==> src/rtl/regfile_write_sequencer_pkg.sv <==
// Shared register-file constants, sequencer state type and init-value helper
// for the writeback-side write-port sequencer.
package regfile_pkg;

  localparam int unsigned XLEN      = 64;
  localparam int unsigned ADDR_W    = 5;
  localparam int unsigned REG_COUNT = 32;

  typedef enum logic {ST_INIT, ST_RUN} wseq_state_t;

  // Value written to register idx during the post-reset init walk.
  function automatic logic [XLEN-1:0] init_value(input logic [ADDR_W-1:0] idx,
                                                 input bit              zero_ext);
    if (zero_ext) return XLEN'(idx);
    return '0;
  endfunction

endpackage

==> src/rtl/regfile_write_sequencer_if.sv <==
// Writeback requester bundle plus register-file write port, with the
// requester/register-file side as master and the sequencer as slave.
interface regfile_write_sequencer_if #(
  parameter int unsigned NREQ   = 2,
  parameter int unsigned XLEN   = 64,
  parameter int unsigned ADDR_W = 5
);
  localparam int unsigned GID_W = $clog2(NREQ);

  logic [NREQ-1:0]        req_valid;
  logic [NREQ*ADDR_W-1:0] req_rd;
  logic [NREQ*XLEN-1:0]   req_data;
  logic [NREQ-1:0]        req_ready;
  logic                   rf_we;
  logic [ADDR_W-1:0]      rf_rd;
  logic [XLEN-1:0]        rf_wdata;
  logic [GID_W-1:0]       grant_id;
  logic                   init_done;

  modport master (
    output req_valid, req_rd, req_data,
    input  req_ready, rf_we, rf_rd, rf_wdata, grant_id, init_done
  );

  modport slave (
    input  req_valid, req_rd, req_data,
    output req_ready, rf_we, rf_rd, rf_wdata, grant_id, init_done
  );

endinterface

==> src/rtl/regfile_write_sequencer_rr_arbiter.sv <==
// Combinational round-robin arbiter: first requester at or above ptr_i
// (with wrap) wins; the pointer itself lives in the parent.
module rr_arbiter #(
  parameter  int unsigned NREQ  = 2,
  localparam int unsigned IDX_W = $clog2(NREQ)
) (
  input  logic [NREQ-1:0]  req_i,
  input  logic [IDX_W-1:0] ptr_i,
  output logic [NREQ-1:0]  gnt_o,
  output logic [IDX_W-1:0] idx_o,
  output logic             any_o
);

  logic [NREQ-1:0] rot;

  always_comb begin
    // Rotate so bit 0 is the requester at ptr_i, then take the lowest set bit.
    rot   = NREQ'({req_i, req_i} >> ptr_i);
    any_o = 1'b0;
    idx_o = '0;
    gnt_o = '0;
    for (int unsigned off = 0; off < NREQ; off++) begin
      if (!any_o && rot[off]) begin
        any_o = 1'b1;
        idx_o = IDX_W'((32'(ptr_i) + off) % NREQ);
      end
    end
    if (any_o) gnt_o = NREQ'(1) << idx_o;
  end

endmodule

==> src/rtl/regfile_write_sequencer.sv <==
// Owns the register file write port: init walk after reset, then round-robin
// arbitration of writeback requesters with a registered 1-cycle write.
module regfile_write_sequencer
  import regfile_pkg::*;
#(
  parameter int unsigned NREQ      = 2,
  parameter int unsigned INIT_MODE = 1
) (
  input  logic                       clk,
  input  logic                       reset,
  regfile_write_sequencer_if.slave   bus
);

  localparam int unsigned GID_W = $clog2(NREQ);

  wseq_state_t       state_q, state_d;
  logic [ADDR_W-1:0] init_cnt_q, init_cnt_d;
  logic [GID_W-1:0]  rr_ptr_q, rr_ptr_d;
  logic              rf_we_q, rf_we_d;
  logic [ADDR_W-1:0] rf_rd_q, rf_rd_d;
  logic [XLEN-1:0]   rf_wdata_q, rf_wdata_d;
  logic [GID_W-1:0]  grant_id_q, grant_id_d;

  logic [NREQ-1:0]   gnt;
  logic [GID_W-1:0]  win_idx;
  logic              win_any;
  logic              run;
  logic              hs;
  logic [ADDR_W-1:0] win_rd;
  logic [XLEN-1:0]   win_data;

  rr_arbiter #(.NREQ(NREQ)) u_arb (
    .req_i (bus.req_valid),
    .ptr_i (rr_ptr_q),
    .gnt_o (gnt),
    .idx_o (win_idx),
    .any_o (win_any)
  );

  assign run = (state_q == ST_RUN);

  // Ready is masked by reset so a handshake can never coincide with reset.
  assign bus.req_ready = (run && !reset) ? gnt : '0;
  assign hs            = run && !reset && win_any;

  always_comb begin
    win_rd   = '0;
    win_data = '0;
    for (int unsigned i = 0; i < NREQ; i++) begin
      if (win_idx == GID_W'(i)) begin
        win_rd   = bus.req_rd[i*ADDR_W +: ADDR_W];
        win_data = bus.req_data[i*XLEN +: XLEN];
      end
    end
  end

  always_comb begin
    state_d    = state_q;
    init_cnt_d = init_cnt_q;
    rr_ptr_d   = rr_ptr_q;
    rf_we_d    = 1'b0;
    rf_rd_d    = rf_rd_q;
    rf_wdata_d = rf_wdata_q;
    grant_id_d = grant_id_q;
    unique case (state_q)
      ST_INIT: begin
        rf_we_d    = 1'b1;
        rf_rd_d    = init_cnt_q;
        rf_wdata_d = init_value(init_cnt_q, INIT_MODE != 0);
        init_cnt_d = init_cnt_q + 1'b1;
        if (init_cnt_q == ADDR_W'(REG_COUNT - 1)) state_d = ST_RUN;
      end
      ST_RUN: begin
        if (hs) begin
          rr_ptr_d = (win_idx == GID_W'(NREQ - 1)) ? '0 : win_idx + 1'b1;
          // x0 writes are accepted but never reach the register file.
          if (win_rd != '0) begin
            rf_we_d    = 1'b1;
            rf_rd_d    = win_rd;
            rf_wdata_d = win_data;
            grant_id_d = win_idx;
          end
        end
      end
      default: state_d = ST_INIT;
    endcase
  end

  always_ff @(posedge clk) begin
    if (reset) begin
      state_q    <= ST_INIT;
      init_cnt_q <= '0;
      rr_ptr_q   <= '0;
      rf_we_q    <= 1'b0;
      rf_rd_q    <= '0;
      rf_wdata_q <= '0;
      grant_id_q <= '0;
    end else begin
      state_q    <= state_d;
      init_cnt_q <= init_cnt_d;
      rr_ptr_q   <= rr_ptr_d;
      rf_we_q    <= rf_we_d;
      rf_rd_q    <= rf_rd_d;
      rf_wdata_q <= rf_wdata_d;
      grant_id_q <= grant_id_d;
    end
  end

  assign bus.rf_we     = rf_we_q;
  assign bus.rf_rd     = rf_rd_q;
  assign bus.rf_wdata  = rf_wdata_q;
  assign bus.grant_id  = grant_id_q;
  assign bus.init_done = run;

endmodule

==> src/flat_wrapper.sv <==
// flat-port wrapper written by rule: the top's interface ports become plain ports
module regfile_write_sequencer_flat import regfile_pkg::*;
#(
  parameter int unsigned NREQ      = 2,
  parameter int unsigned INIT_MODE = 1
)
  (clk, reset, bus_req_valid, bus_req_rd, bus_req_data, bus_req_ready, bus_rf_we, bus_rf_rd, bus_rf_wdata, bus_grant_id, bus_init_done);
  regfile_write_sequencer_if #(.NREQ(NREQ), .XLEN(XLEN), .ADDR_W(ADDR_W)) bus_i ();
  input  logic clk;
  input  logic reset;
  input wire logic [$bits(bus_i.req_valid)-1:0] bus_req_valid;
  input wire logic [$bits(bus_i.req_rd)-1:0] bus_req_rd;
  input wire logic [$bits(bus_i.req_data)-1:0] bus_req_data;
  output wire logic [$bits(bus_i.req_ready)-1:0] bus_req_ready;
  output wire logic [$bits(bus_i.rf_we)-1:0] bus_rf_we;
  output wire logic [$bits(bus_i.rf_rd)-1:0] bus_rf_rd;
  output wire logic [$bits(bus_i.rf_wdata)-1:0] bus_rf_wdata;
  output wire logic [$bits(bus_i.grant_id)-1:0] bus_grant_id;
  output wire logic [$bits(bus_i.init_done)-1:0] bus_init_done;
  assign bus_i.req_valid = bus_req_valid;
  assign bus_i.req_rd = bus_req_rd;
  assign bus_i.req_data = bus_req_data;
  assign bus_req_ready = bus_i.req_ready;
  assign bus_rf_we = bus_i.rf_we;
  assign bus_rf_rd = bus_i.rf_rd;
  assign bus_rf_wdata = bus_i.rf_wdata;
  assign bus_grant_id = bus_i.grant_id;
  assign bus_init_done = bus_i.init_done;
  regfile_write_sequencer #(.NREQ(NREQ), .INIT_MODE(INIT_MODE)) u_core (.clk(clk), .reset(reset), .bus(bus_i));
endmodule
==> config.mk <==
export PLATFORM = sky130hd
export DESIGN_NAME = regfile_write_sequencer_flat
export DESIGN_NICKNAME = d
export VERILOG_FILES = /design/src/rtl/regfile_write_sequencer_pkg.sv /design/src/rtl/regfile_write_sequencer_if.sv /design/src/rtl/regfile_write_sequencer_rr_arbiter.sv /design/src/rtl/regfile_write_sequencer.sv /design/src/flat_wrapper.sv
export SDC_FILE = /design/constraint.sdc
export NUM_CORES = 1
export LEC_CHECK = 0
export CORE_ASPECT_RATIO = 1.2
export CORE_MARGIN = 2
export CORE_UTILIZATION = 39
export DETAILED_ROUTE_END_ITERATION = 7
export GPL_TIMING_DRIVEN = 0
export PLACE_DENSITY = 0.9
export RECOVER_POWER = 25
export SETUP_SLACK_MARGIN = 0.5
export SLEW_MARGIN = 20
export SYNTH_ARGS = -nofsm -noshare
export SYNTH_HDL_FRONTEND = slang
export SYNTH_SLANG_ARGS = --single-unit
==> constraint.sdc <==
create_clock -name clk -period 2.1 [get_ports clk]
set_input_delay 0.42 -clock clk [delete_from_list [all_inputs] [get_ports clk]]
set_output_delay 0.42 -clock clk [all_outputs]
set_load 0.01 [all_outputs]
; ---- Word-level counts from Yosys, hierarchy flattened
; Cells that the tools add are included.
[classes]
add_sub_neg = 3
bitwise_logic = 1
order_cmp = 0
mux = 22
eq_ne = 3
n_shift = 2
multipliers = 0
div_mod_pow = 0
reduce_logical = 9
[ops]
columns = op, count
row1 = two-way mux 64 bit, 3
row2 = one-hot mux 64 bit (2 select lines), 1
row3 = two-way mux 5 bit, 4
row4 = two-way mux 1 bit, 10
row5 = one-hot mux 5 bit (2 select lines), 1
row6 = adder 5 x 1 -> 5 bit (second input constant), 1
row7 = equality test 5 bit (second input constant), 1
row8 = nonzero test 5 bit, 1
row9 = two-way mux 2 bit, 2
row10 = inequality test 2 bit (second input constant), 2
row11 = AND reduction 2 bit, 2
row12 = >> shifter 4 x 1 -> 2 bit, 1
row13 = logical AND 1 bit, 3
row14 = AND reduction 3 bit, 1
row15 = adder 1 bit (second input constant), 2
row16 = zero test 1 bit, 2
row17 = one-hot mux 1 bit (2 select lines), 1
row18 = left shift 1 x 1 -> 2 bit (first input constant), 1
row19 = inverter 1 bit, 1
[totals]
n_memories = 0
ramBits = 0
latchBits = 0
output_inout_bits = 74
mem_bits_ro = 0
register_bits = 78

; ---- Depth between registers and ports, before layout
; Gate-level depths: netlist of run 1.
[logic_depth]
word_depth = 10
ltp_mapped = 9
depth_no_buf = 5

; ---- Modules after synthesis
; Synthesis of run 1 repeated with hierarchy kept, for this count alone.
[unflattened]
hier_cells = 327
area_unflattened_um2 = 3821.2
[by_module_without_submodules]
columns = module, area_each_um2, seq_area_each_um2, instances, cells_each
row1 = regfile_write_sequencer, 3788.6, 1561.5, 1, 322
row2 = rr_arbiter, 32.5, 0.0, 1, 5

; ---- Least setup slack after synthesis of run 1
; No wires, ideal clock.
[synth_timing]
path_kind = input-to-reg
start = in bus_req_rd[3]
end = reg u_core.rf_wdata_q[31] (netlist: u_core.bus.rf_wdata[31])
path_stages = 7
setup_ps = 70
n_path_buf = 2
required_ps = 2030
path_slack_ps = 200
arrival_ps = 1829
cell_sequence = or4_4 a211oi_4 a211o_1 buf_6 buf_4 nand3_1 a21oi_1
[synth_between]
elab_chain_len = 4
[synth_lines]
columns = element, line_no
row1 = start: declaration, flat_wrapper.sv:12  ; input wire logic [$bits(bus_i.req_rd)-1:0] bus_req_rd;
row2 = two-way mux 5 bit, regfile_write_sequencer.sv:50  ; if (win_idx == GID_W'(i)) begin
row3 = nonzero test 5 bit, regfile_write_sequencer.sv:77  ; if (win_rd != '0) begin
row4 = inequality test 2 bit (no line), -
row5 = AND reduction 2 bit (no line), -
row6 = end signal: assignment, regfile_write_sequencer.sv:104  ; rf_wdata_q <= rf_wdata_d;
row7 = end: declaration, regfile_write_sequencer.sv:21  ; logic [XLEN-1:0] rf_wdata_q, rf_wdata_d;
; Every way passes these cells.
; A chain may end at the register's enable or synchronous reset.

; ---- Final worst setup path of run 1
[layout_timing]
start = reg u_core.state_q (netlist: u_core.bus.init_done)
end = reg u_core.grant_id_q (netlist: u_core.bus.grant_id)
[layout_between]
elab_chain_len = 3
[layout_lines]
columns = element, line_no
row1 = start: declaration, regfile_write_sequencer.sv:16  ; wseq_state_t state_q, state_d;
row2 = start signal: assignment, regfile_write_sequencer.sv:99  ; state_q <= state_d;
row3 = logical AND 1 bit (2 in a row), regfile_write_sequencer.sv:44  ; assign hs = run && !reset && win_any;
row4 = AND reduction 3 bit (no line) *, -
row5 = end signal: assignment, regfile_write_sequencer.sv:105  ; grant_id_q <= grant_id_d;
row6 = end: declaration, regfile_write_sequencer.sv:22  ; logic [GID_W-1:0] grant_id_q, grant_id_d;
; Every way passes the cells marked *; elsewhere a longest branch is shown, timed or not.

==> out/results.tsv, run 1 <==
metric	value	unit
# Max-Cap Violations	0	
WS Path Type	register to register	
Layout Area Growth over Synthesis	91.7	%
Chip Height	112	microns
Min-Delay Path Class	input port to register	
crit path from	u_core.bus.init_done	
RSZ-0062 raised after global routing	true	
cts hold-fix bufs	0	
H-tree levels	3	
critical path endpoint	u_core.bus.grant_id	
Finished Core Util	76.5	%
first-pass GRT wire length	21800	microns
final hold viol count	0	
kind of launch point of the worst setup path	register	
share of power burned in registers	39.8	%
synth unique cells	33	
CP max FO	6	
DRT Pass-1 Iters	5	
worst-case clock buffer depth	2	
Post-DP Area	6130	sq um
Post-Syn Instances	436	
setup violators final	0	
met2 WL post-DR	8380	microns
Filler cells	633	
CTS root buf	clkbuf_16	
Worst setup EP type	register	
Worst-Margin Slew	0.705	ns
WL met1	5320	microns
Worst-path clk slew	0.06	ns
RD Place Congestion	0.861	
Final Max Tran Viols	0	
P_leak	2.92	nW
post-route ant nets	0	
final instance count without filler cells	831	
clock skew	0.00841	ns
P_int	2.99	mW
# port buffers	214	
GRT Residual Overflow	0	
gr usage total	26.4	%
WP data arrival	2.15	ns
Worst-Skew Late Latency	0.33	ns
syn_area_per_cell	8.66	sq um
Rel. slew slack	53.0	%
drt total wl	15500	microns
switch share	20.8	%
Final Instance Area	7240	sq um
row cnt	39	
post-synthesis sequential area ratio	41.4	%
Clk network pwr share	45.7	%
net switching power	786	uW
FF-to-FF path depth	11	
worst r2r dst	u_core.bus.grant_id	
largest cells by area after synthesis	dfxtp_1 41%, mux2_2 17%, a21oi_1 8.2%, nand3_1 8.2%, nand2_1 7.3%	
Peak supply drop	0.000483	V
total CTS buffers	9	
Tot Pwr	3.78	mW
# diodes	0	
min Tclk post-route	1.95	ns
CTS tree	done	
die area	10500	sq um
dpl cells	773	
share of cells above drive strength 1	32.8	%
CTS sink count	78	
mapped cell area	3770	sq um
I/O pin cnt	216	
DRC	0	
routed vias	4462	
pin count of the biggest net entering global routing	13	
Vias/cell	5.37	
Wirelength per Cell	18.6	microns
status	complete, no violations	
Req. time, crit path	2.29	ns
Initial Util	39.9	%
r2r setup slk	0.15	ns
DR iter-0 viols	157	
hpwl dp	10000	microns
nets	847	
Synth top area share	41.4	%
Synth warnings	0	
Mapped Nets	580	
Met3 Wirelength	1060	microns
Core ar.	9470	sq um
area leader, netlist	dfxtp_1	
initial antenna violation count	0	
vias in the first global route	4497	
max layer used	met4	
flops & latches, synth	78	
die width	93.8	microns
final worst path period share	93.0	%
combinational share of power	14.5	%
fmax	512	MHz
reg-to-reg startpoint	u_core.bus.init_done	
Power Density	522	nW/um^2
## power groups by stage
stage | Clock [mW] | Sequential [mW] | Combinational (mW)
after global routing | 1.79 | 1.50 | 0.578
after detailed placement | 0 | 1.53 | 0.505
after global placement | 0 | 1.53 | 0.492
after floorplan | 0 | 1.54 | 0.179
final | 1.73 | 1.50 | 0.548
after CTS | 1.73 | 1.50 | 0.517
## worst max-delay path: stages, from the launching register on
cell      delay, ns
dfxtp_1        0.34
buf_6          0.12
nand2b_4       0.05
buf_8          0.12
o21bai_4       0.18
a211o_1        0.32
buf_6          0.16
buf_8          0.13
buf_6          0.12
buf_6          0.11
a21oi_2        0.11
nor2_1         0.04
## layer usage
| layer | global-route usage (%) | vias to the layer above |
|---|---|---|
| met2 | 49.3 | 229 |
| met4 | 13.3 | 0 |
| li1 | - | 2068 |
| met3 | 5.35 | 60 |
| met5 | 0 | - |
| met1 | 27.2 | 2105 |
## state kept, by name, indices dropped and copies added (netlist names)
name,count
u_core.init_cnt_q,5
u_core.bus.init_done,1
u_core.bus.grant_id,1
u_core.bus.rf_we,1
u_core.bus.rf_wdata,64
u_core.bus.rf_rd,5
u_core.rr_ptr_q,1
## cells by family (layout without fill, tap and decap cells)
kind of cell             Yosys count  in the layout  synth area share (%)
buffers and inverters             40            312                  5.47
multiplexers                      65             65                  19.1
adder cells (fa/ha/maj)            2              2                 0.663
flip-flops                        78             78                  41.4
XOR/XNOR                           2              2                 0.464
AND/OR/NAND/NOR                  165            165                  19.2
AO/OA/AOI/OAI                     84             84                  13.7
## worst min-delay path by stage
stage,start,end,depth (start not counted)
after CTS,reset,u_core.init_cnt_q[0],2
after detailed placement,u_core.bus.rf_wdata[11],u_core.bus.rf_wdata[11],2
after floorplan,u_core.rr_ptr_q,u_core.rr_ptr_q,2
final,reset,u_core.init_cnt_q[0],2
after global routing,reset,u_core.init_cnt_q[0],2
after global placement,u_core.bus.rf_wdata[16],u_core.bus.rf_wdata[16],2
## metrics by stage
step                      hold WS [ns]  setup TNS (ns)  setup WS, ns
after floorplan                  0.448               0         0.266
after global placement           0.454          -37.63        -0.809
after detailed placement         0.460          -44.24        -0.874
after CTS                        0.281               0         0.217
after global routing             0.294               0         0.107
final                            0.289               0         0.146
## synthesized netlist by cell type, drive strengths merged
| cell | count |
|---|---|
| xor2 | 1 |
| o21bai | 1 |
| nor2b | 2 |
| a21oi | 62 |
| ha | 2 |
| clkbuf | 20 |
| a22oi | 1 |
| a311oi | 7 |
| nand2b | 2 |
| a211oi | 3 |
| nand2 | 73 |
| or4 | 2 |
| nor2 | 20 |
| a211o | 1 |
| a2bb2oi | 1 |
| mux2i | 8 |
| dfxtp | 78 |
| inv | 1 |
| o21a | 4 |
| mux2 | 57 |
| nor3 | 2 |
| o21ai | 1 |
| and2 | 1 |
| nand3 | 62 |
| a31oi | 3 |
| and3 | 1 |
| xnor2 | 1 |
| buf | 19 |
## cell usage in the layout (no fill, tap or decap), types with 4 or more instances in the layout
master / synthesis / routed
nand3_1: 62 / 38
clkbuf_2: 0 / 7
a21oi_1: 62 / 31
mux2i_1: 8 / 8
a311oi_2: 0 / 5
clkbuf_1: 20 / 10
nand2_1: 73 / 70
nand3_2: 0 / 19
buf_6: 4 / 21
buf_4: 4 / 27
a21oi_2: 0 / 30
mux2_2: 57 / 57
dfxtp_1: 78 / 77
nand3_4: 0 / 5
buf_2: 9 / 8
clkbuf_16: 0 / 11
clkdlybuf4s50_1: 0 / 130
o21a_1: 4 / 4
nor2_1: 20 / 13
dlygate4sd2_1: 0 / 73
buf_8: 0 / 7
nor2_4: 0 / 4
## final cells by class
type / count / area [sq um] / share of cell area, %
Timing Repair Buffer: 256 / 2440 / 33.7
Tap cell: 123 / 154 / 2.13
Clock buffer: 13 / 270 / 3.73
Clock inverter: 3 / 65.1 / 0.899
Inverter: 1 / 3.75 / 0.0519
Multi-Input combinational cell: 318 / 2400 / 33.1
Buffer: 39 / 345 / 4.77
Sequential cell: 78 / 1560 / 21.6
## timing repair
action / 4_1_cts / 5_1_grt
gates resized for setup: 169 / 81
cloned: 5 / 1
pin swaps: 20 / 33
endpoints found under the setup margin: 146 / 74
setup buffers: 22 / 14
Power figures use the tool's default switching activity.
==> run 2: changes to the inputs <==
SKIP_CTS_REPAIR_TIMING = 1   (was unset)
==> run 2 against run 1 <==
First-iteration DRC count down 3.8%. Clock power about the same. Wire length increased by 0.19%. Clock skew shrank 0.0026 ns. Critical path type unchanged. Global-route usage decreased by 2.7 points. Maximum frequency is 3.0% lower. Largest cell class unchanged. Critical endpoint is now u_core.bus.rf_wdata[19].
==> out/results.tsv, run 2 (synthesis results as in run 1) <==
metric	value	unit	change
status	complete, no violations		
post-route ant nets	0		unchanged
pre-CTS setup slack	-0.874	ns	unchanged
drt total wl	15500	microns	+0.19%
Rel. slew slack	46.0	%	-7.0 points
total CTS buffers	9		unchanged
min Tclk post-route	2.01	ns	+0.0596 ns
clock skew	0.00585	ns	-0.00256 ns
gr usage total	23.7	%	-2.7 points
worst-case clock buffer depth	2		unchanged
final hold viol count	0		unchanged
Worst-Skew Late Latency	0.32	ns	about the same
final instance count without filler cells	817		-1.7%
Initial Util	39.9	%	unchanged
most common cell after layout, fill and taps aside	clkdlybuf4s50_1		
share of power burned in registers	40.0	%	+0.2 points
die area	10500	sq um	unchanged
Worst-path clk slew	0.06	ns	about the same
setup TNS	0	ns	unchanged
dpl cells	773		unchanged
CTS sink count	78		unchanged
die width	93.8	microns	unchanged
WS Path Type	register to register		
multi-input logic area	2370	sq um	-1.0%
# diodes	0		unchanged
P_int	2.98	mW	-0.32%
net switching power	774	uW	-1.6%
kind of launch point of the worst setup path	register		
Worst-Margin Slew	0.810	ns	+0.105 ns
final setup margin	0.0868	ns	-0.0596 ns
r2r setup slk	0.09	ns	-0.06 ns
vias in the first global route	4198		-6.6%
CTS tree	done		
combinational share of power	14.3	%	-0.2 points
CP max FO	8		+2
RSZ-0062 raised after global routing	true		
P_leak	3.23	nW	+11%
Filler cells	608		-3.9%
H-tree levels	3		unchanged
final worst path period share	95.9	%	+2.8 points
Power Density	515	nW/um^2	-1.4%
hpwl dp	10000	microns	unchanged
share of cells above drive strength 1	29.3	%	-3.5 points
Chip Height	112	microns	unchanged
Min-Delay Path Class	input port to register		
Largest register FFs	64		unchanged
Layout Area Growth over Synthesis	93.3	%	
Worst setup EP type	register		
GRT Residual Overflow	0		unchanged
# Max-Cap Violations	0		unchanged
DRT Pass-1 Iters	4		-1
Final Max Tran Viols	0		unchanged
routed vias	4326		-3.0%
Peak supply drop	0.000458	V	-5.2%
DR iter-0 viols	151		-3.8%
most frequent cells in the layout	130 x clkdlybuf4s50_1, 78 x dfxtp_1, 72 x nand2_1		
row cnt	39		unchanged
Vias/cell	5.29		-1.4%
# port buffers	214		unchanged
DRC	0		unchanged
first-pass GRT wire length	19900	microns	-8.8%
initial antenna violation count	0		unchanged
Clk network pwr share	45.7	%	about the same
fmax	497	MHz	-3.0%
register area	1560	sq um	about the same
CTS root buf	clkbuf_16		
nets	833		-1.7%
Wirelength per Cell	19.0	microns	+1.9%
Req. time, crit path	2.30	ns	about the same
pin count of the biggest net entering global routing	13		unchanged
I/O pin cnt	216		unchanged
setup violators final	0		unchanged
WP data arrival	2.22	ns	+0.07 ns
RD Place Congestion	0.861		unchanged
switch share	20.6	%	-0.22 points
Core ar.	9470	sq um	unchanged
==> run 2: changes by cell type in the layout (fill, tap and decap cells not counted), sizes merged <==
cell and delta:
clkbuf +7, clkdlybuf4s15 -3, dlymetal6s2s +44, buf -18, dlygate4sd2 -73, clkdlybuf4s25 +29
==> run 2: final cells by class <==
class / instances / area share (%)
clock inverters: 3 / 0.892
plain buffers: 39 / 4.37
repair buffers: 242 / 35.0
multi-input cells: 318 / 32.5
inverters: 1 / 0.0514
well taps: 123 / 2.11
clock buffers: 13 / 3.70
flip-flops and latches: 78 / 21.4
==> run 2: power groups by stage <==
stage	clock, mW	sequential [mW]	combinational, mW
floorplan	0	1.54	0.179
global placement	0	1.53	0.492
detailed placement	0	1.53	0.505
CTS	1.73	1.50	0.509
global route	1.79	1.50	0.565
finish	1.72	1.50	0.535
==> run 2: routing by layer <==
layer  share of wire (%)  global-route usage (%)  routed length (microns)  vias up
met2                  55                    43.4                     8470      206
met4                 4.5                    11.7                      693        0
met1                  35                    25.4                     5420     2028
met3                 6.1                    4.74                      940       55
met5                   0                       0                        0        -
li1                    -                       -                        -     2037
==> run 2: stage by stage <==
step	instance area [sq um]	total power, mW	hold WS (ns)	utilization [%]
after floorplan	3830	1.71	0.448	-
after global placement	6130	2.03	0.454	64.8
after detailed placement	6130	2.04	0.460	64.8
after CTS	6470	3.74	0.281	68.3
after global routing	7300	3.86	0.294	77.1
final	7300	3.75	0.290	77.1
==> run 2: worst paths after layout <==
path,startpoint,endpoint,depth (start not counted)
max,u_core.bus.init_done,u_core.bus.rf_wdata[19],10
min,reset,u_core.init_cnt_q[0],2
max reg2reg,u_core.bus.init_done,u_core.bus.rf_wdata[19],10
min reg2reg,u_core.bus.rf_wdata[16],u_core.bus.rf_wdata[16],2
==> run 2: worst max-delay path, stage by stage, from the launching register on <==
cell and delay, ns:
dfxtp_1 0.35, buf_6 0.13, nand2b_4 0.06, buf_8 0.12
o21bai_4 0.21, buf_4 0.17, a211oi_4 0.23, buf_6 0.19
buf_8 0.12, nor2_1 0.04, a311oi_1 0.28
==> run 3: changes to the inputs <==
TNS_END_PERCENT = 10   (was unset)
==> run 3 against run 2 <==
Critical path type is now input port to register. Count of clock-buffer cells in the layout is 2 lower. Sequential cell count did not move. Core utilization is 4.5 points lower. Setup slack improved by 0.092 ns. Critical endpoint is now u_core.bus.rf_wdata[28]. Critical path depth shrank 1.
==> out/results.tsv, run 3 (synthesis results as in run 1) <==
metric	value	unit	change
met3 Use GR	5.82	%	+1.1 points
most frequent cells in the layout	171 x clkdlybuf4s50_1, 78 x dfxtp_1, 72 x nand2_1		
pin count of the biggest net entering global routing	14		+1
CTS root buf	clkbuf_16		
Worst-Margin Slew	0.671	ns	-0.139 ns
gr usage total	23.7	%	-0.040 points
RD Place Congestion	0.860		-0.13%
Rel. slew slack	55.3	%	+9.3 points
grt peak-use layer	met2		
CTS tree	done		
I/O pin cnt	216		unchanged
worst-case clock buffer depth	2		unchanged
Req. time, crit path	2.35	ns	+0.05 ns
Largest register FFs	64		unchanged
setup violators final	0		unchanged
kind of launch point of the worst setup path	input port		
final instance count without filler cells	809		-0.98%
nets	825		-0.96%
die width	93.8	microns	unchanged
hold path startpoint	reset		
WS Path Type	input port to register		
vias in the first global route	4254		+1.3%
CTS sink count	78		unchanged
reg-to-reg startpoint	u_core.bus.init_done		
final worst path period share	91.5	%	-4.4 points
r2r setup slk	0.19	ns	+0.10 ns
Core ar.	9470	sq um	unchanged
Worst-path clk slew	0.06	ns	about the same
FF-to-FF path depth	10		unchanged
met2 capacity usage during global routing	43.9	%	+0.52 points
dpl cells	773		unchanged
Filler cells	703		+16%
Layout Area Growth over Synthesis	82.0	%	
Final Max Tran Viols	0		unchanged
routed vias	4242		-1.9%
Hold WS	0.291	ns	+0.000772 ns
status	complete, no violations		
# Max-Cap Violations	0		unchanged
worst r2r dst	u_core.bus.rf_wdata[12]		
row cnt	39		unchanged
final hold viol count	0		unchanged
die area	10500	sq um	unchanged
Worst-Skew Late Latency	0.33	ns	about the same
RSZ-0062 raised after global routing	true		
DRC	0		unchanged
clock skew	0.00741	ns	+0.00155 ns
Hold Crit Endpoint	u_core.init_cnt_q[0]		
DRT Pass-1 Iters	4		unchanged
drt total wl	13700	microns	-11%
Power Density	541	nW/um^2	+5.2%
hpwl dp	9950	microns	-0.61%
Chip Height	112	microns	unchanged
total CTS buffers	9		unchanged
# port buffers	214		unchanged
DR iter-0 viols	142		-6.0%
Vias/cell	5.24		-0.97%
# diodes	0		unchanged
P_leak	2.60	nW	-20%
Wirelength per Cell	17.0	microns	-11%
CP max FO	5		-3
Hold Path Depth	2		unchanged
initial antenna violation count	0		unchanged
most common cell after layout, fill and taps aside	clkdlybuf4s50_1		
post-route ant nets	0		unchanged
Worst setup EP type	register		
GRT Residual Overflow	0		unchanged
fmax	520	MHz	+4.8%
Min-Delay Path Class	input port to register		
Initial Util	39.9	%	unchanged
WP data arrival	2.17	ns	-0.05 ns
H-tree levels	3		unchanged
Peak supply drop	0.000455	V	-0.51%
M1 GR Usage	24.9	%	-0.54 points
share of cells above drive strength 1	23.3	%	-5.9 points
first-pass GRT wire length	19900	microns	about the same
min Tclk post-route	1.92	ns	-0.0917 ns
## run 3: changes by cell type in the layout (fill, tap and decap cells not counted), sizes merged
cell,before,now
clkinv,1,2
clkbuf,40,33
dlymetal6s2s,44,8
dlygate4sd3,0,31
clkdlybuf4s50,130,171
clkinvlp,0,1
buf,51,41
clkdlybuf4s25,29,0
## run 3: layout make-up
| cell class | count | area [sq um] | area share (%) |
|---|---|---|---|
| repair buffers | 234 | 2330 | 34.0 |
| multi-input cells | 318 | 2190 | 31.9 |
| flip-flops and latches | 78 | 1560 | 22.7 |
| plain buffers | 39 | 294 | 4.28 |
| clock buffers | 11 | 253 | 3.68 |
| well taps | 123 | 154 | 2.24 |
| clock inverters | 5 | 81.3 | 1.18 |
| inverters | 1 | 3.75 | 0.0546 |
## run 3: worst max-delay path, stage by stage
cell	delay [ns]
buf_6	0.09
or4_4	0.55
a211oi_4	0.25
a211o_1	0.17
buf_6	0.13
buf_12	0.13
clkbuf_16	0.16
nand3_1	0.09
a21oi_1	0.18
## run 3: worst max path at each step
stage	from	endpoint	cells past startpoint
floorplan	bus_req_rd[3]	u_core.bus.rf_wdata[10]	7
global placement	bus_req_valid[0]	bus_req_ready[1]	6
detailed placement	bus_req_valid[0]	bus_req_ready[1]	6
CTS	bus_req_valid[0]	bus_req_ready[1]	6
global route	u_core.bus.init_done	u_core.bus.rf_wdata[12]	10
finish	bus_req_rd[0]	u_core.bus.rf_wdata[28]	9
## run 3: report_power, final
group | internal, mW | switching, mW
Combinational | 0.349 | 0.170
Sequential | 1.49 | 0.00944
Clock | 1.10 | 0.593
## run 3: per-stage QoR
stage	power, mW	util, %	worst slack [ns]	TNS [ns]	cell area [sq um]
floorplan	1.71	-	0.265	0	3820
global placement	2.02	64.7	-0.798	-36.86	6120
detailed placement	2.04	64.7	-0.877	-42.53	6120
CTS	3.72	68.2	-0.883	-19.39	6450
global route	3.84	72.6	0.105	0	6870
finish	3.72	72.6	0.178	0	6870
## run 3: routing by layer
layer	vias up	routed length, microns
li1	2023	-
met1	2019	5020
met2	159	7340
met3	41	921
met4	0	468
met5	-	0
==> variant 1 (config.mk and constraints of run 2) <==
Change the package constant `REG_COUNT` from 32 to 24.
--- a/src/rtl/regfile_write_sequencer_pkg.sv
+++ b/src/rtl/regfile_write_sequencer_pkg.sv
@@ -4,7 +4,7 @@
 
   localparam int unsigned XLEN      = 64;
   localparam int unsigned ADDR_W    = 5;
-  localparam int unsigned REG_COUNT = 32;
+  localparam int unsigned REG_COUNT = 24;
 
   typedef enum logic {ST_INIT, ST_RUN} wseq_state_t;
 
Formal check against the unedited RTL: same outputs for any inputs over 10 cycles, from zero or initial values and one cycle with reset high; that may be too few to reach the edited logic, so the function may still have changed.
==> variant 1 against run 2 <==
Sequential cell count did not move. Global-route usage is 5.6 points higher. Setup slack worse by 0.082 ns. Design area increased by 24%. Hold slack better by 0.19 ns. Routed wire length up 54%. Synthesized area up 24%. Power grew 3.1%. Clock power barely moved. Critical path depth decreased by 3.
==> variant 1: results (changes against run 2) <==
run status completed; Fill cells 707 (+16%); routed wire length 23,900 um (+54%); Final GP Congestion 0.924 (+7.3%); Post-Synthesis Cells 549 (+26%); worst setup path endpoint bus_req_ready[0]; placed cell count 921 (+19%); via count 6,387 (+48%); signal buffers share of area 0.363 (-0.0303); clock buffer count 12 (-1); slowest stage cell, crit path dfxtp_4; gr usage total 0.293 (+0.0558); placed instance area 0.00716 mm^2 (+17%); Net Switching 942 uW (+22%); P_seq 1.50 mW (about the same); number of ordinary inverters in the final layout 2 (+1); FF-to-FF setup slack 0.12 ns (+0.03 ns); DRT Pass-1 Iters 7 (+3); Multi-Input Combinational 382 (+20%); ranking of synthesized cells by area dfxtp_1 33%, o2111ai_1 9.9%, a21boi_0 9.3%; Worst Path Max Fanout 7 (-1); R2R depth 9 (-1); share of post-route cells with drive strength above 1 0.244 (-0.0490); pin slew with the least headroom to its limit 0.931 ns (+0.121 ns); FF-to-FF End u_core.bus.rf_wdata[28]; Commonest cells post-synth 78 x dfxtp_1, 64 x clkbuf_1, 58 x a21boi_0, 58 x and3_1, 56 x a21oi_1; Seq. cell area 0.00157 mm^2 (+0.32%); Seq pwr share 0.388 (-0.012); Vias/cell 6.58 (+24%); clock-cell share of area 0.0350 (-0.0110); WP data arrival 1.68 ns (-0.54 ns); FF-to-FF Start u_core.rr_ptr_q; Max VDD drop 362 uV (-21%); Tapcells 157 (+28%); Seq/Total Area, Yosys 0.334 (-0.0798); synthesized net count 692 (+19%); met1 usage 0.342 (+0.0875); clock latency on the worst-skew pair 0.34 ns (+0.02 ns); vias in the first global route 5,851 (+39%); IO buf count 215 (+0.47%); Yosys reg bits 78 (unchanged); min-delay worst type register to register; met2 global-route usage 0.528 (+0.0937); Non-clk bufs 335 (+19%); pre-CTS setup slack -1.10 ns (-0.226 ns); first-pass GRT wire length 30,300 um (+53%); initial DRC count 495 (+230%); Leak 3.68 nW (+14%); post-DP HPWL 14,400 um (+44%); Worst Clk Skew 0.00981 ns (+0.00395 ns); Worst Slack Setup Final 0.00457 ns (-0.0822 ns); Layout area overhead 93.6%; Nets 951 (+14%)
==> variant 1: cell count changes in the layout (fill, tap and decap cells not counted), moves of 16 or more <==
cell | before | now
clkbuf_1 | 15 | 38
a21oi_2 | 30 | 14
o311ai_4 | 0 | 42
nand2_1 | 72 | 6
clkbuf_2 | 7 | 24
mux2_2 | 57 | 0
nand3_1 | 36 | 6
o2111ai_1 | 0 | 47
and3_1 | 1 | 58
nand3_2 | 18 | 0
a21boi_0 | 0 | 58
==> variant 1: kinds of logic after synthesis <==
family,count (synthesis),synth area share
adder cells (fa/ha/maj),1,0.00267
flip-flops,78,0.334
buffers and inverters,89,0.0851
multiplexers,6,0.0128
AO/OA/AOI/OAI,262,0.419
XOR/XNOR,4,0.00749
AND/OR/NAND/NOR,109,0.139
==> variant 1: worst min-delay path by stage <==
stage                             start                   to  cells after the start
floorplan               u_core.rr_ptr_q      u_core.rr_ptr_q                      2
global placement    u_core.bus.grant_id  u_core.bus.grant_id                      2
detailed placement  u_core.bus.grant_id  u_core.bus.grant_id                      2
CTS                 u_core.bus.grant_id  u_core.bus.grant_id                      2
global route        u_core.bus.grant_id  u_core.bus.grant_id                      2
finish              u_core.bus.grant_id  u_core.bus.grant_id                      2
==> variant 1: per-layer routing <==
layer	part of all wire	vias to the layer above
li1	-	2733
met4	0.054	0
met3	0.077	129
met1	0.37	3063
met2	0.50	462
met5	0	-
==> variant 1: tightest hold or removal path: stages, from the launching register on <==
cell,delay [ns]
dfxtp_1,0.31
o31ai_1,0.06
a21oi_1,0.06
==> variant 1: stage by stage <==
step | hold slack, ns | utilization
after floorplan | 0.464 | -
after global placement | 0.454 | 0.616
after detailed placement | 0.469 | 0.616
after CTS | 0.477 | 0.643
after global routing | 0.499 | 0.779
final | 0.477 | 0.779
==> variant 2 (settings of run 2) <==
Without the edit above. Make the reset (`reset`) asynchronous in one clocked block.
--- a/src/rtl/regfile_write_sequencer.sv
+++ b/src/rtl/regfile_write_sequencer.sv
@@ -86,7 +86,7 @@
     endcase
   end
 
-  always_ff @(posedge clk) begin
+  always_ff @(posedge clk or posedge reset) begin
     if (reset) begin
       state_q    <= ST_INIT;
       init_cnt_q <= '0;
Check against the original RTL: differs if reset is asserted again (counterexample within 4 cycles, from zero or initial values and one cycle with reset high); with reset held inactive, the same outputs for 10 cycles.
==> variant 2 against run 2 <==
Routed wire length shrank 9.5%. Via count shrank 11%. Synthesized area grew 6.2%. Setup slack gained 0.0084 ns. Sequential cell count is the same. Fmax grew 0.42%. Design area grew 2.3%.
Power is not compared: it rests on default switching activity, and its combinational part moved more than twofold at a synthesized area within 25%.
==> variant 2: results (changes against run 2) <==
top cell type by total area after synthesis dfrtp_1; initial DRC count 131 (-13%); Fill cells 610 (+0.33%); slowest stage cell, crit path or4_4; Largest register FFs 64 (unchanged); synth unique cells 37 (+12%); critical path's largest stage delay 0.56 ns (+0.21 ns); Final setup viols 0 (unchanged); Largest delay share family, worst path simple AND/OR/NAND/NOR gates; synthesized net count 494 (-15%); largest net degree at the start of global routing 36 (+23); share of post-route cells with drive strength above 1 0.171 (-0.122); final core utilization 0.746 (-0.0247); placed cell count 692 (-10%); Final GP Congestion 0.812 (-5.7%); H-tree depth 3 (unchanged); Commonest cells post-synth 125 x mux2i_1, 78 x dfrtp_1, 59 x nand2_1; placed instance area 0.00637 mm^2 (+3.9%); ranking of synthesized cells by area dfrtp_1 49%, mux2i_1 31%, nand2_1 5.5%; FFs w/ async S/R, synth 1.00 (+1.00); met3 usage 0.0485 (+0.00113); run status completed; min-delay worst type input pin to async pin; n_diodes 0 (unchanged); pre-CTS setup slack -1.31 ns (-0.438 ns); routed metal-1 wirelength 4960 um (-8.5%); Worst Clk Skew 0.0100 ns (+0.00417 ns); met2 global-route usage 0.385 (-0.0491); met1 usage 0.239 (-0.0152); Worst slew margin 0.111 (-0.349); met3 wire len 1190 um (+26%); CTS buffer count 9 (unchanged); Met2 Wirelength 7510 um (-11%); Post-Synthesis Cells 350 (-20%); post-DP HPWL 9420 um (-5.9%); routed wire length 14,000 um (-9.5%); Worst Path Max Fanout 5 (-3); via count 3,835 (-11%); Nets 772 (-7.3%); Vias/cell 5.05 (-4.6%); gr usage total 0.210 (-0.0268); vias in the first global route 3,652 (-13%); Seq/Total Area, Yosys 0.487 (+0.0731); first-pass GRT wire length 17,800 um (-10%)
## variant 2: cell count changes after synthesis, moves of 18 or more
cell and change:
dfxtp_1 -78, mux2i_1 +117, mux2_2 -54, nand3_1 -61, dfrtp_1 +78, nor2_1 -18, a21oi_1 -59
## variant 2: final cells by class
cell class,instances,share of cell area
clock buffers,13,0.0348
well taps,126,0.0211
plain buffers,24,0.0245
clock inverters,3,0.0121
multi-input cells,236,0.273
repair buffers,265,0.365
flip-flops and latches,78,0.261
repair inverters,1,0.000670
inverters,13,0.00704
## variant 2: path summary, 6_finish.rpt
path	start	to	slack, ns	depth (start not counted)
worst max-delay path	bus_req_rd[7]	u_core.bus.rf_rd[2]	0.1	6
worst min-delay path	reset	u_core.bus.rf_wdata[53]	0.08	2
worst max register to register	u_core.bus.init_done	u_core.bus.rf_wdata[43]	0.21	6
worst min register to register	u_core.bus.grant_id	u_core.bus.grant_id	0.51	1
max in group asynchronous	reset	u_core.bus.rf_wdata[23]	0.45	3
min in group clk	bus_req_rd[8]	u_core.bus.rf_rd[3]	0.46	3
## variant 2: kinds of logic (layout without fill, tap and decap cells)
family	Yosys count	count (layout)	share of synthesized area
mux	128	128	0.320
simple gates	79	79	0.0902
flops	78	78	0.487
buf+inv	37	319	0.0412
compound gates	23	24	0.0487
xor+xnor	3	3	0.00655
fa+ha+maj	2	2	0.00624
## variant 2: power groups by stage
| stage | Clock (mW) | Combinational [mW] | Sequential, mW |
|---|---|---|---|
| after global placement | 0 | 1.48 | 1.90 |
| after floorplan | 0 | 0.500 | 2.01 |
| after detailed placement | 0 | 1.54 | 1.90 |
| after global routing | 1.93 | 1.73 | 1.90 |
| final | 1.83 | 1.63 | 1.88 |
| after CTS | 1.84 | 1.54 | 1.88 |
